`src/rtl/chess_clock_controller.sv`:
```
// Two-player chess clock: BCD countdown per player, turn hand-over, sticky timeout flags.
// Latency: state, time and turn updates are registered one edge after tick/turnEnd.
// No backpressure: inputs are levels or single-cycle pulses, outputs are always valid.
module chess_clock_controller #(
   parameter int CLOCK_FREQ = 50000000,
   parameter int START_MINS = 5
) (
   input  logic       clock,
   input  logic       globalReset,
   input  logic       StartStopSwitch,
   input  logic       TimerSwitch,
   input  logic       turnEnd,
   output logic [3:0] whiteMins,
   output logic [3:0] whiteTensSec,
   output logic [3:0] whiteUnitsSec,
   output logic [3:0] blackMins,
   output logic [3:0] blackTensSec,
   output logic [3:0] blackUnitsSec,
   output logic       activePlayer,
   output logic       running,
   output logic       whiteFlag,
   output logic       blackFlag
);

   localparam int PW = (CLOCK_FREQ > 1) ? $clog2(CLOCK_FREQ) : 1;
   localparam logic [PW-1:0] PMAX = PW'(CLOCK_FREQ - 1);

   typedef enum logic [1:0] {IDLE, RUN, PAUSE, TIMEOUT} state_t;

   typedef struct packed {
      logic [3:0] mins;
      logic [3:0] tens;
      logic [3:0] units;
   } bcd_time_t;

   localparam bcd_time_t START_TIME = '{mins: 4'(START_MINS), tens: 4'd0, units: 4'd0};
   localparam bcd_time_t ZERO_TIME  = '0;

   state_t    state_q, state_d;
   logic [PW-1:0] presc_q, presc_d;
   bcd_time_t white_q, white_d, black_q, black_d;
   logic      active_q, active_d;
   logic      wflag_q, wflag_d, bflag_q, bflag_d;

   logic      tick;
   bcd_time_t act_dec;
   logic      expired;

   // One-second BCD decrement with borrows; callers never pass 0:00.
   function automatic bcd_time_t dec_time(input bcd_time_t t);
      bcd_time_t r;
      r = t;
      if (t.units != 4'd0) begin
         r.units = t.units - 4'd1;
      end else begin
         r.units = 4'd9;
         if (t.tens != 4'd0) begin
            r.tens = t.tens - 4'd1;
         end else begin
            r.tens = 4'd5;
            if (t.mins != 4'd0) r.mins = t.mins - 4'd1;
         end
      end
      return r;
   endfunction

   // Tick only counts in timed RUN; the decrement always targets the player to move.
   assign tick    = (state_q == RUN) && TimerSwitch && (presc_q == PMAX);
   assign act_dec = dec_time(active_q ? black_q : white_q);
   assign expired = tick && (act_dec == ZERO_TIME);

   // Next-state logic: FSM, prescaler, player clocks, turn and flags.
   always_comb begin
      state_d  = state_q;
      presc_d  = presc_q;
      white_d  = white_q;
      black_d  = black_q;
      active_d = active_q;
      wflag_d  = wflag_q;
      bflag_d  = bflag_q;
      case (state_q)
         IDLE: begin
            presc_d = '0;
            if (StartStopSwitch) state_d = RUN;
         end
         RUN: begin
            if (!StartStopSwitch) state_d = PAUSE;
            // A new turn always starts with a full second; untimed play freezes the count.
            if (turnEnd)          presc_d = '0;
            else if (TimerSwitch) presc_d = (presc_q == PMAX) ? '0 : presc_q + PW'(1);
            if (tick) begin
               if (active_q) black_d = act_dec;
               else          white_d = act_dec;
            end
            // Reaching 0:00 wins over both the pause request and the turn hand-over.
            if (expired) begin
               state_d = TIMEOUT;
               presc_d = '0;
               if (active_q) bflag_d = 1'b1;
               else          wflag_d = 1'b1;
            end else if (turnEnd) begin
               active_d = ~active_q;
            end
         end
         PAUSE: begin
            if (StartStopSwitch) state_d = RUN;
         end
         TIMEOUT: begin
            presc_d = '0;
         end
         default: begin
            state_d = IDLE;
         end
      endcase
   end

   // State registers with asynchronous return to the start-of-game position.
   always_ff @(posedge clock or negedge globalReset) begin
      if (!globalReset) begin
         state_q  <= IDLE;
         presc_q  <= '0;
         white_q  <= START_TIME;
         black_q  <= START_TIME;
         active_q <= 1'b0;
         wflag_q  <= 1'b0;
         bflag_q  <= 1'b0;
      end else begin
         state_q  <= state_d;
         presc_q  <= presc_d;
         white_q  <= white_d;
         black_q  <= black_d;
         active_q <= active_d;
         wflag_q  <= wflag_d;
         bflag_q  <= bflag_d;
      end
   end

   assign whiteMins     = white_q.mins;
   assign whiteTensSec  = white_q.tens;
   assign whiteUnitsSec = white_q.units;
   assign blackMins     = black_q.mins;
   assign blackTensSec  = black_q.tens;
   assign blackUnitsSec = black_q.units;
   assign activePlayer  = active_q;
   assign running       = (state_q == RUN);
   assign whiteFlag     = wflag_q;
   assign blackFlag     = bflag_q;

endmodule

```
`config.mk`:
```
export PLATFORM = sky130hd
export DESIGN_NAME = chess_clock_controller
export DESIGN_NICKNAME = d
export VERILOG_FILES = /design/src/rtl/chess_clock_controller.sv
export SDC_FILE = /design/constraint.sdc
export NUM_CORES = 1
export LEC_CHECK = 0
export ABC_CLOCK_PERIOD_IN_PS = 3500
export BUFFER_PORTS_ARGS = -buffer_cell sky130_fd_sc_hd__buf_2
export CAP_MARGIN = 30
export CORE_AREA = 2 2 77 79
export DETAILED_ROUTE_END_ITERATION = 12
export DIE_AREA = 0 0 79 81
export GPL_ROUTABILITY_DRIVEN = 0
export PLACE_DENSITY = 0.8
export REMOVE_ABC_BUFFERS = 1
export SLEW_MARGIN = 25
export SYNTH_ARGS = -nofsm -noshare
export SYNTH_HDL_FRONTEND = slang
export SYNTH_SLANG_ARGS = --single-unit
```
`constraint.sdc`:
```
create_clock -name clock -period 3.5 [get_ports clock]
set_input_delay 0.525 -clock clock [delete_from_list [all_inputs] [get_ports clock]]
set_output_delay 0.525 -clock clock [all_outputs]
set_load 0.005 [all_outputs]
```
==> flow_summary.ini <==
[timing]
maxSlewViolCount = 0
worst_pin_slew_ns = 0.874
min_period_over_period = 0.857
timing.hold.ws_ns = 0.318
final-setup-viol-count = 0
finClkSkew_ns = 0.00990
rsz0062_at_grt = no
relSlewSlack = 0.417
min_period_ns = 3.00
fin_ws_ns = 0.502
timing.setup.tns_ns = 0
fmax_mhz = 334
finalHoldViolCount = 0

[worst_setup_path]
path_class = flip-flop to flip-flop
reg2reg_depth = 7
cp_data_required_time_ns = 3.74
cp-end-kind = flip-flop
crit_path_start_kind = flip-flop
critPathArrivalTime_ns = 3.24
timing.rr.start = activePlayer$_DFFE_PN0P_
r2r_end = state_q[1]$_DFFE_PN0P_
reg2reg_slack_ns = 0.50
cp_max_fo = 13

[global_route]
use_met1 = 0.308
busiest_layer = met2
grt_overflow = 0
antenna_found_initial = 0
use_met3 = 0.0378
grt_usage = 0.242
grt_pass1_wl_um = 12400
grt_use_met2 = 0.419
grt_pass1_vias = 2656
grt_max_degree = 39

[clock_network]
cts.repair.resized = 0
worstSkewPairLatency_ns = 0.31
cts_hold_buf = 0
cts_buffers = 5
max-clock-path-buffers = 2
cts-htree-levels = 2
clk_transition_reported_paths_ns = 0.10
cts.sinks = 55
cts_setup_buffers = 0
root_buffer = clkbuf_8
tritoncts = built

[finish]
nets = 398
design_area_mm2 = 0.00353
fillers = 497
layout-drive-gt1-share = 0.168
fin_cells = 462
area_delta_synth_final_pct = 10.9
utilization = 0.621
antennaDiodeCount = 0

[synthesis]
yosys_warnings = 0
synthArstFlopShare = 1.00
synth_cells = 352
synthDistinctLibCells = 47
avgSynthCellArea_um2 = 9.03
syn_area_mm2 = 0.00318
ys_seq_area_frac = 0.435
synth_edf_count = 0
ys_ff_latch = 55
ys.flop_type = dfrtp_1

[floorplan]
io_pins = 33
die_h_um = 81
num_rows = 28
die_x_um = 79
die_area_mm2 = 0.00640
core_area_mm2 = 0.00568
start_util = 0.560

[place]
dp_hpwl_um = 5140
dp_slack_ns = 0.523
io_buffers = 32
dp.cells = 454
placed_area_mm2 = 0.00344

[drt]
drt-initial-drc-count = 158
drt_wl_total_um = 7220
viasPerCell = 6.03
wl_per_cell_um = 15.6
ant_nets = 0
drc_errors = 0
vias = 2788
firstDrtPassIters = 4

[power]
p_total_mw = 1.89
leakagePower_nw = 1.66
powerDensity_mw_per_mm2 = 536
ir_drop_mv = 0.308

[hold_path]
hp-class = primary input to asynchronous set/reset pin

[flow_run]
cap_viol_max_count = 0

[outcome]
status = finished, final reports clean
cells in the final DEF, fill, tap and decap left out, types with 10 or more instances in the layout:
| cell | Yosys | routed |
|---|---|---|
| dfrtp_1 | 51 | 51 |
| o21ai_0 | 46 | 46 |
| nand2_1 | 38 | 38 |
| buf_2 | 2 | 32 |
| nor2_1 | 24 | 24 |
| nor3_1 | 13 | 13 |
| nand4_1 | 13 | 13 |
| nand3_1 | 12 | 12 |
| a21oi_1 | 11 | 11 |
| o31ai_1 | 10 | 10 |
power by group:
part           total (mW)  switching [mW]  leakage, nW  internal [mW]
logic               0.827           0.502        0.887          0.325
registers           0.715          0.0520        0.736          0.663
clock network       0.349           0.208       0.0412          0.141
total                1.89           0.762         1.66           1.13
cells by family (layout without fill, tap and decap cells):
family,after synthesis,count (layout),share of synthesized area
flops,55,55,0.435
xor+xnor,12,12,0.0331
fa+ha+maj,7,7,0.0276
mux,16,16,0.0539
simple gates,150,150,0.250
buf+inv,21,56,0.0256
compound gates,91,91,0.176
synthesized netlist by cell type (5+ instances only):
| master | number | area (um^2) |
|---|---|---|
| a21oi_1 | 11 | 55.1 |
| a31oi_1 | 8 | 50.1 |
| and3_1 | 7 | 43.8 |
| clkbuf_1 | 11 | 41.3 |
| dfrtp_1 | 51 | 1280 |
| ha_1 | 7 | 87.6 |
| inv_1 | 8 | 30.0 |
| mux2_2 | 9 | 101 |
| mux2i_1 | 7 | 70.1 |
| nand2_1 | 38 | 143 |
| nand3_1 | 12 | 60.1 |
| nand4_1 | 13 | 81.3 |
| nor2_1 | 24 | 90.1 |
| nor3_1 | 13 | 65.1 |
| nor4_1 | 5 | 31.3 |
| o21ai_0 | 46 | 230 |
| o31ai_1 | 10 | 75.1 |
| or3_1 | 6 | 37.5 |
| xor2_1 | 9 | 78.8 |
worst max-delay path, stage by stage, from the launching register on:
cell	delay (ns)
dfrtp_1	0.62
or3b_1	0.42
a222oi_1	0.62
and2_1	0.29
a41oi_2	0.17
o41ai_2	0.32
mux2_2	0.36
a21oi_1	0.13
layer usage:
layer	up-vias	wire, um	part of all wire
met5	-	0	0
met4	0	93	0.013
met3	7	264	0.037
met2	65	3600	0.50
met1	1356	3260	0.45
li1	1360	-	-
final cells by class:
type | count | area (um^2) | area share
Inverter | 8 | 30.0 | 0.00852
Clock inverter | 2 | 12.5 | 0.00355
Timing Repair Buffer | 40 | 220 | 0.0625
Tap cell | 75 | 93.8 | 0.0266
Clock buffer | 6 | 72.6 | 0.0206
Sequential cell | 55 | 1380 | 0.392
Multi-Input combinational cell | 276 | 1720 | 0.487
worst max path at each step:
stage                        startpoint                     end
6_report       activePlayer$_DFFE_PN0P_  state_q[1]$_DFFE_PN0P_
5_1_grt        activePlayer$_DFFE_PN0P_  state_q[1]$_DFFE_PN0P_
4_1_cts        activePlayer$_DFFE_PN0P_  state_q[1]$_DFFE_PN0P_
3_5_place_dp   activePlayer$_DFFE_PN0P_  state_q[1]$_DFFE_PN0P_
3_3_place_gp   activePlayer$_DFFE_PN0P_  state_q[1]$_DFFE_PN0P_
2_1_floorplan  activePlayer$_DFFE_PN0P_  state_q[1]$_DFFE_PN0P_
registers in the layout, indices dropped and copies added, names as in the netlist, 2 cells and up:
register,cells
whiteTensSec,4
presc_q,26
whiteUnitsSec,4
blackUnitsSec,4
whiteMins,4
blackMins,4
state_q,2
blackTensSec,4
Note: power is estimated with default switching activity, not from simulation.
